## src/rtl/uart_pkg.sv

```systemverilog
`default_nettype none
// +----------------------------------------------------------------------------+
// | Module      : uart_pkg                                                     |
// | Description : Shared UART constants, tx state encoding and baud helper.    |
// | Revision    : 1.0 - initial release                                        |
// +----------------------------------------------------------------------------+
package uart_pkg;

    localparam int UART_PARITY_NONE = 0;
    localparam int UART_PARITY_ODD  = 1;
    localparam int UART_PARITY_EVEN = 2;

    typedef enum logic [2:0] {
        TX_IDLE   = 3'd0,
        TX_START  = 3'd1,
        TX_DATA   = 3'd2,
        TX_PARITY = 3'd3,
        TX_STOP   = 3'd4
    } tx_state_t;

    function automatic int ticks_per_bit(input int clock_hz, input int baud);
        return clock_hz / baud;
    endfunction

endpackage

`default_nettype wire

```

## src/rtl/uart_baud_tick.sv

```systemverilog
`default_nettype none
// +----------------------------------------------------------------------------+
// | Module      : uart_baud_tick                                               |
// | Description : Bit-time counter; Tick_o marks the last cycle of a bit.      |
// | Revision    : 1.0 - initial release                                        |
// +----------------------------------------------------------------------------+
module uart_baud_tick #(
    parameter int TICKS = 10
) (
    input  logic Clock,
    input  logic Reset,
    input  logic Clear_i,
    output logic Tick_o
);

    localparam int                  c_cnt_w = $clog2(TICKS);
    localparam logic [c_cnt_w-1:0]  c_last  = c_cnt_w'(TICKS - 1);
    localparam logic [c_cnt_w-1:0]  c_one   = c_cnt_w'(1);

    logic [c_cnt_w-1:0] r_count;

    always_ff @(posedge Clock) begin
        if (Reset || Clear_i) begin
            r_count <= '0;
        end else if (r_count == c_last) begin
            r_count <= '0;
        end else begin
            r_count <= r_count + c_one;
        end
    end

    assign Tick_o = (r_count == c_last);

endmodule

`default_nettype wire

```

## src/rtl/uart_tx.sv

```systemverilog
`default_nettype none
// +----------------------------------------------------------------------------+
// | Module      : uart_tx                                                      |
// | Description : UART transmitter, 8 data bits LSB first, opt. parity, 1/2 SB.|
// | Revision    : 1.0 - initial release                                        |
// +----------------------------------------------------------------------------+
module uart_tx
    import uart_pkg::*;
#(
    parameter int CLOCK_HZ  = 10_000_000,
    parameter int BAUD      = 115200,
    parameter int PARITY    = 0,
    parameter int STOP_BITS = 1
) (
    input  logic       Clock,
    input  logic       Reset,
    input  logic       Start_i,
    input  logic [7:0] Data_i,
    output logic       Busy_o,
    output logic       Done_o,
    output logic       Tx_o
);

    localparam int   c_ticks_per_bit = ticks_per_bit(CLOCK_HZ, BAUD);
    localparam logic c_stop_last     = (STOP_BITS == 2);
    localparam logic c_parity_en     = (PARITY != UART_PARITY_NONE);
    localparam logic c_parity_odd    = (PARITY == UART_PARITY_ODD);

    generate
        if (PARITY != UART_PARITY_NONE && PARITY != UART_PARITY_ODD &&
            PARITY != UART_PARITY_EVEN) begin : g_bad_parity
            $error("uart_tx: PARITY must be 0, 1 or 2");
        end
        if (STOP_BITS != 1 && STOP_BITS != 2) begin : g_bad_stop
            $error("uart_tx: STOP_BITS must be 1 or 2");
        end
        if (c_ticks_per_bit < 2) begin : g_bad_baud
            $error("uart_tx: CLOCK_HZ / BAUD must be at least 2");
        end
    endgenerate

    tx_state_t  r_state, w_state_next;
    logic [7:0] r_shift, w_shift_next;
    logic [2:0] r_bit_idx, w_bit_idx_next;
    logic       r_stop_cnt, w_stop_cnt_next;
    logic       r_parity, w_parity_next;
    logic       r_tx, w_tx_next;
    logic       r_busy, w_busy_next;
    logic       r_done, w_done_next;
    logic       w_tick;
    logic       w_clear;

    // Counter is held in idle so the start bit begins a fresh bit time on accept
    assign w_clear = (r_state == TX_IDLE);

    uart_baud_tick #(
        .TICKS (c_ticks_per_bit)
    ) u_baud_tick (
        .Clock   (Clock),
        .Reset   (Reset),
        .Clear_i (w_clear),
        .Tick_o  (w_tick)
    );

    always_ff @(posedge Clock) begin
        if (Reset) begin
            r_state    <= TX_IDLE;
            r_shift    <= '0;
            r_bit_idx  <= '0;
            r_stop_cnt <= 1'b0;
            r_parity   <= 1'b0;
            r_tx       <= 1'b1;
            r_busy     <= 1'b0;
            r_done     <= 1'b0;
        end else begin
            r_state    <= w_state_next;
            r_shift    <= w_shift_next;
            r_bit_idx  <= w_bit_idx_next;
            r_stop_cnt <= w_stop_cnt_next;
            r_parity   <= w_parity_next;
            r_tx       <= w_tx_next;
            r_busy     <= w_busy_next;
            r_done     <= w_done_next;
        end
    end

    // Next line level is computed here so Tx_o always comes straight from r_tx
    always_comb begin
        w_state_next    = r_state;
        w_shift_next    = r_shift;
        w_bit_idx_next  = r_bit_idx;
        w_stop_cnt_next = r_stop_cnt;
        w_parity_next   = r_parity;
        w_tx_next       = r_tx;
        w_busy_next     = r_busy;
        w_done_next     = 1'b0;

        case (r_state)
            TX_IDLE: begin
                w_tx_next   = 1'b1;
                w_busy_next = 1'b0;
                if (Start_i) begin
                    w_state_next   = TX_START;
                    w_shift_next   = Data_i;
                    w_parity_next  = (^Data_i) ^ c_parity_odd;
                    w_bit_idx_next = 3'd0;
                    w_tx_next      = 1'b0;
                    w_busy_next    = 1'b1;
                end
            end
            TX_START: begin
                if (w_tick) begin
                    w_state_next   = TX_DATA;
                    w_bit_idx_next = 3'd0;
                    w_tx_next      = r_shift[0];
                end
            end
            TX_DATA: begin
                if (w_tick) begin
                    if (r_bit_idx == 3'd7) begin
                        if (c_parity_en) begin
                            w_state_next = TX_PARITY;
                            w_tx_next    = r_parity;
                        end else begin
                            w_state_next    = TX_STOP;
                            w_stop_cnt_next = 1'b0;
                            w_tx_next       = 1'b1;
                        end
                    end else begin
                        w_bit_idx_next = r_bit_idx + 3'd1;
                        w_shift_next   = {1'b0, r_shift[7:1]};
                        w_tx_next      = r_shift[1];
                    end
                end
            end
            TX_PARITY: begin
                if (w_tick) begin
                    w_state_next    = TX_STOP;
                    w_stop_cnt_next = 1'b0;
                    w_tx_next       = 1'b1;
                end
            end
            TX_STOP: begin
                w_tx_next = 1'b1;
                if (w_tick) begin
                    if (r_stop_cnt == c_stop_last) begin
                        w_state_next = TX_IDLE;
                        w_busy_next  = 1'b0;
                        w_done_next  = 1'b1;
                    end else begin
                        w_stop_cnt_next = 1'b1;
                    end
                end
            end
            default: begin
                w_state_next = TX_IDLE;
                w_tx_next    = 1'b1;
                w_busy_next  = 1'b0;
            end
        endcase
    end

    assign Tx_o   = r_tx;
    assign Busy_o = r_busy;
    assign Done_o = r_done;

endmodule

`default_nettype wire
```

## config.mk

```make
export PLATFORM = sky130hd
export DESIGN_NAME = uart_tx
export DESIGN_NICKNAME = d
export VERILOG_FILES = /design/src/rtl/uart_pkg.sv /design/src/rtl/uart_baud_tick.sv /design/src/rtl/uart_tx.sv
export SDC_FILE = /design/constraint.sdc
export NUM_CORES = 1
export LEC_CHECK = 0
export BUFFER_PORTS_ARGS = -buffer_cell sky130_fd_sc_hd__buf_4
export CORE_AREA = 8 8 59 61
export CTS_CLUSTER_DIAMETER = 40
export DETAILED_ROUTE_END_ITERATION = 7
export DIE_AREA = 0 0 67 69
export GPL_TIMING_DRIVEN = 1
export HOLD_SLACK_MARGIN = 0.02
export PLACE_DENSITY = 0.7
export SYNTH_ARGS = -nofsm -noshare
export SYNTH_HDL_FRONTEND = slang
export SYNTH_HIERARCHICAL = 1
export SYNTH_SLANG_ARGS = --single-unit
```

## constraint.sdc

```tcl
create_clock -name Clock -period 1.65 [get_ports Clock]
set_input_delay 0.0825 -clock Clock [delete_from_list [all_inputs] [get_ports Clock]]
set_output_delay 0.0825 -clock Clock [all_outputs]
set_load 0.05 [all_outputs]
```

==> results of run 1 <==
==> cells by family (layout without fill, tap and decap cells) <==
group | count (synthesis) | count (layout) | synth area share (%)
AO/OA/AOI/OAI | 31 | 31 | 18.90
XOR/XNOR | 3 | 3 | 2.135
adder cells (fa/ha/maj) | 4 | 4 | 4.065
buffers and inverters | 9 | 33 | 4.267
flip-flops | 24 | 24 | 39.02
multiplexers | 11 | 11 | 8.943
AND/OR/NAND/NOR | 44 | 44 | 22.66
==> report_power, final <==
part | total (mW) | internal, mW | switching (mW)
sequential | 0.632 | 0.605 | 0.0267
combinational | 0.144 | 0.0740 | 0.0702
clock | 0.431 | 0.245 | 0.185
==> layout make-up <==
type / instances / area share (%)
Tap cell: 31 / 2.454
Inverter: 1 / 0.2375
Multi-Input combinational cell: 93 / 49.17
Timing Repair Buffer: 28 / 14.17
Clock buffer: 3 / 1.425
Sequential cell: 24 / 30.64
Clock inverter: 1 / 1.900
==> layer usage <==
layer | up-vias | global-route usage, % | wire length, um | part of all wire [%]
met1 | 484 | 13.88 | 1209 | 47
met5 | - | 0 | 0 | 0
met2 | 17 | 18.40 | 1228 | 48
met3 | 4 | 2.423 | 94 | 3.7
met4 | 0 | 5.116 | 29 | 1.1
li1 | 514 | - | - | -
==> placed cells by master, fill, tap and decap left out, types with 2 or more instances in the layout <==
cell type,instances
dfxtp_2,3
dfxtp_1,21
mux2i_1,11
a21o_1,2
xnor2_1,2
buf_6,3
a211oi_2,2
nand3_1,2
a21oi_1,3
o21ai_0,4
nor2_1,8
a211oi_1,12
nand2_1,6
nand2b_1,6
nor3_1,2
buf_4,24
clkbuf_4,3
or3_1,2
ha_1,3
nand3b_1,4
==> final timing paths <==
check / cells after the start / to / slack, ns / from
hold reg to reg: 2 / Busy_o$_SDFFE_PP0P_ / 0.48 / Busy_o$_SDFFE_PP0P_
hold / removal: 2 / Busy_o$_SDFFE_PP0P_ / 0.07 / Reset
setup reg to reg: 7 / r_shift[5]$_SDFFE_PP0P_ / 0.06 / r_bit_idx[0]$_SDFFE_PP0P_
setup / recovery: 7 / r_shift[5]$_SDFFE_PP0P_ / 0.06 / r_bit_idx[0]$_SDFFE_PP0P_
==> timing repair <==
item / in CTS / in global routing
pin swaps: 1 / 6
hold buffers: 1 / 0
setup endpoints to repair: 11 / 19
endpoints found under the hold margin: 1 / 0
resized for setup: 5 / 13
==> registers in the layout, summed over array words and instances (netlist names) <==
name / cells
Tx_o: 1
Done_o: 1
r_bit_idx: 3
r_state: 3
u_baud_tick/r_count: 7
Busy_o: 1
r_shift: 8
==> worst max-delay path, delay by kind of cell (launching register included) <==
| kind | cells | cell delay (ns) |
|---|---|---|
| and+or+nand+nor | 1 | 0.23 |
| adders and majority gates | 2 | 0.37 |
| AOI/OAI and AO/OA | 2 | 0.30 |
| buffers and inverters | 2 | 0.27 |
| DFF | 1 | 0.35 |
==> through the flow <==
step	setup TNS (ns)	utilization, %	std cells
after global placement	-0.5790	54.74	176
final	0	60.43	181
after CTS	0	58.09	181
after floorplan	0	-	126
after detailed placement	-1.346	54.74	176
after global routing	-0.005197	60.43	181
==> out/results.ini, run 1 <==
[timing]
hold_viol_final=0
worstMarginPinSlew_ns=0.5088
max_freq_mhz=629.2
slew_viol_final=0
min_period_over_period_pct=96.32
setup_violations=0
hold_ws_ns=0.07014
finClkSkew_ns=0.002532
finalCriticalPeriod_ns=1.589
rsz0062_at_grt=yes
slew_headroom_pct=65.94
worst_slack_ns=0.06067

[critical_path]
required_ns=1.89
cp_max_fo=7
crit_path_max_incr_delay_ns=0.35
slowest_stage=dfxtp_2
critPathLaunchType=register
critPathKind=reg2reg
critPathArrivalTime_ns=1.83
cp-end-kind=register
cp_cell_sequence=ha_1 -> ha_2 -> buf_6 -> nor3b_4 -> buf_6 -> a211oi_1 -> a211oi_1

[global_routing]
grt_max_degree=22
grt_util_all_layers_pct=11.42
grt.overflow.total=0
antenna_found_initial=0
grt_pass1_vias=1020
grt_pass1_wl_mm=4.367

[layout]
nNetsFinal=166
multiInputGateArea_sq_um=777.0
syn_to_final_growth_pct=28.35
drive_gt1_share_pct=33.33
fillers=234
fin_area_sq_um=1580
seq_area_sq_um=484.2
diodes=0

[placement]
placed_area_sq_um=1431
gp_congestion=0.7932
dp_hpwl_mm=1.817
place_ws_ns=-0.1442
portBuffers=13

[min_path]
hold_class=in2reg

[clock_tree]
tritoncts=built
cts_buffers=3
root_buffer=clkbuf_4
htreeDepth=1
cts.sinks=24
clockBufferDepth=2
post-cts-setup-buffers=0
clk_pin_slew_ns=0.14
clk_latency_ns=0.31

[yosys]
synthCells=126
synth_most_common_cell=dfxtp_1
avgSynthCellArea_sq_um=9.771
syn-cell-area_sq_um=1231
ys_types=40
synthTopCellsByArea=dfxtp_1 (39%), mux2i_1 (8.9%), a211oi_1 (8.5%), ha_1 (4.1%), nand2b_1 (3.0%)
ys_seq_area_share_pct=39.02
ys_ff_latch=24
synth_top_area_share_pct=39.02
synth_largest_area_cell=dfxtp_1
synth-async-reset-ratio_pct=0
synthTopCellsByCount=dfxtp_1 (24), a211oi_1 (14), mux2i_1 (11)
synth-edff-count=0
yosysWarningCount=6
synth_nets=141
ys.flop_type=dfxtp_1

[floorplanning]
io_pins=14
die_y_um=69
die-area_sq_um=4623
rows=19
core_sq_um=2615
die_x_um=67
start_util_pct=47.08

[drt]
drtAntennaViolNets=0
via_per_inst=5.630
drtPass1Iterations=4
wl_per_cell_um=14.16
drtIter0Drc=79
drc=0
drt-total-wl_mm=2.563
vias=1019

[power]
powerDensity_nw_per_um2=763.8
ir_drop_mv=0.5466
power.total_mw=1.207
p_leak_nw=0.5848

[run]
drv_cap=0

[outcome]
status=completed

Power figures use the tool's default switching activity.
==> run 2: changes to the inputs <==
==> constraint.sdc (replaced) <==
create_clock -name Clock -period 1.65 [get_ports Clock]
set_input_delay 0.2475 -clock Clock [delete_from_list [all_inputs] [get_ports Clock]]
set_output_delay 0.2475 -clock Clock [all_outputs]
set_load 0.05 [all_outputs]
==> out/results.ini, run 2 (same netlist as run 1, synthesis figures left out) <==
[drt]
drt-total-wl_mm=2.550  ; -0.51%
vias=1014  ; -0.49%
via_per_inst=5.633  ; about the same
drtIter0Drc=74  ; -6.3%
drtAntennaViolNets=0  ; unchanged
drtPass1Iterations=4  ; unchanged
wl_per_cell_um=14.17  ; about the same
drc=0  ; unchanged

[min_path]
hold_class=in2reg

[critical_path]
r2r-start=r_bit_idx[0]$_SDFFE_PP0P_
r2r_setup_slack_ns=0.06  ; about the same
endpoint=r_shift[2]$_SDFFE_PP0P_
critPathArrivalTime_ns=1.83  ; about the same
cp_max_fo=7  ; unchanged
critPathLaunchType=register
critPathKind=reg2reg
rr_worst_depth=7  ; unchanged
required_ns=1.89  ; about the same
reg2reg_to=r_shift[2]$_SDFFE_PP0P_
cp-end-kind=register
startpoint=r_bit_idx[0]$_SDFFE_PP0P_

[timing]
rsz0062_at_grt=yes
finalCriticalPeriod_ns=1.590  ; +0.0006451 ns
max_freq_mhz=628.9  ; about the same
setup_violations=0  ; unchanged
min_period_over_period_pct=96.36  ; about the same
worst_slack_ns=0.06003  ; -0.0006451 ns
slew_headroom_pct=64.83  ; -1.1 points
worstMarginPinSlew_ns=0.5254  ; +0.01660 ns
finClkSkew_ns=0.005695  ; +0.003163 ns
hold_viol_final=0  ; unchanged
slew_viol_final=0  ; unchanged

[power]
powerDensity_nw_per_um2=765.2  ; +0.19%
ir_drop_mv=0.5464  ; about the same
p_leak_nw=0.5806  ; -0.71%

[clock_tree]
cts.sinks=24  ; unchanged
tritoncts=built
clk_latency_ns=0.31  ; about the same
cts_buffers=3  ; unchanged
root_buffer=clkbuf_4
clk_pin_slew_ns=0.14  ; about the same
clockBufferDepth=2  ; unchanged
post-cts-setup-buffers=0  ; unchanged
htreeDepth=1  ; unchanged
holdBufCountCts=0  ; -1

[layout]
syn_to_final_growth_pct=27.54
top_regs=r_shift x8, u_baud_tick/r_count x7
regMostFlops=r_shift
diodes=0  ; unchanged
final_common_cell=buf_4
nNetsFinal=165  ; -0.60%
largest_reg_flops=8  ; unchanged
drive_gt1_share_pct=33.56  ; +0.22 points
most-common-layout-cells=buf_4 (24), dfxtp_1 (21), a211oi_1 (12)
utilization_pct=60.05  ; -0.38 points

[floorplanning]
start_util_pct=47.08  ; unchanged
die_x_um=67  ; unchanged
core_sq_um=2615  ; unchanged
rows=19  ; unchanged
io_pins=14  ; unchanged
die_y_um=69  ; unchanged
die-area_sq_um=4623  ; unchanged

[placement]
dp_hpwl_mm=1.817  ; unchanged
portBuffers=13  ; unchanged
gp_congestion=0.7932  ; unchanged
place_ws_ns=-0.1442  ; unchanged

[global_routing]
grt.overflow.total=0  ; unchanged
grt_pass1_vias=1020  ; unchanged
antenna_found_initial=0  ; unchanged
grt_pass1_wl_mm=4.367  ; unchanged
grt_max_degree=22  ; unchanged
grt_util_all_layers_pct=11.42  ; unchanged

[run]
drv_cap=0  ; unchanged

[outcome]
status=completed

## run 2: cell types whose count changed in the layout (fill, tap and decap cells not counted)
cell           previous run  this run
dlygate4sd3_1             1         0
## run 2: report_power, final
group | total (mW) | switching (mW) | leakage [nW] | internal, mW
registers | 0.631 | 0.0262 | 0.197 | 0.605
logic | 0.142 | 0.0697 | 0.355 | 0.0725
clock network | 0.428 | 0.183 | 0.0279 | 0.245
total | 1.20 | 0.279 | 0.581 | 0.923
## run 2: final cells by class
cell class,instances,area (sq um)
multi-input combinational,93,777.0
inverter,1,3.754
clock inverter,1,30.03
timing repair buffer,27,214.0
tap,31,38.79
fill,235,1045
clock buffer,3,22.52
sequential,24,484.2
## run 2: what timing repair did
action / in CTS / in global routing
resized for setup: 5 / 13
pin swaps: 1 / 6
endpoints found under the setup margin: 11 / 19
## run 2: worst max-delay path, stage by stage, from the launching register on
cell	delay, ns
dfxtp_2	0.35
ha_1	0.19
ha_2	0.18
buf_6	0.12
nor3b_4	0.23
buf_6	0.15
a211oi_1	0.06
a211oi_1	0.23
## run 2: metal layers
metal,routed length (um),global-route usage (%)
met1,1177,13.88
met2,1244,18.40
met3,98,2.423
met4,29,5.116
met5,0,0
## run 2: stage by stage
stage	hold slack [ns]	cells	setup TNS, ns	power (mW)	instance area [sq um]
5_1_grt	0.1970	180	-0.005197	1.254	1570
3_5_place_dp	0.4666	176	-1.346	0.7762	1431
2_1_floorplan	0.4042	126	0	0.7254	1239
4_1_cts	0.1780	180	0	1.212	1509
3_3_place_gp	0.4547	176	-0.5790	0.7709	1431
6_report	0.1904	180	0	1.202	1570
## run 2: worst min path at each step
stage	start	to	slack (ns)	cells after the start
final	Start_i	Tx_o$_SDFFE_PP1P_	0.19	2
after global placement	Busy_o$_SDFFE_PP0P_	Busy_o$_SDFFE_PP0P_	0.45	2
after detailed placement	Busy_o$_SDFFE_PP0P_	Busy_o$_SDFFE_PP0P_	0.47	2
after floorplan	Start_i	Tx_o$_SDFFE_PP1P_	0.40	1
after CTS	Start_i	Tx_o$_SDFFE_PP1P_	0.18	2
after global routing	Start_i	Tx_o$_SDFFE_PP1P_	0.20	2
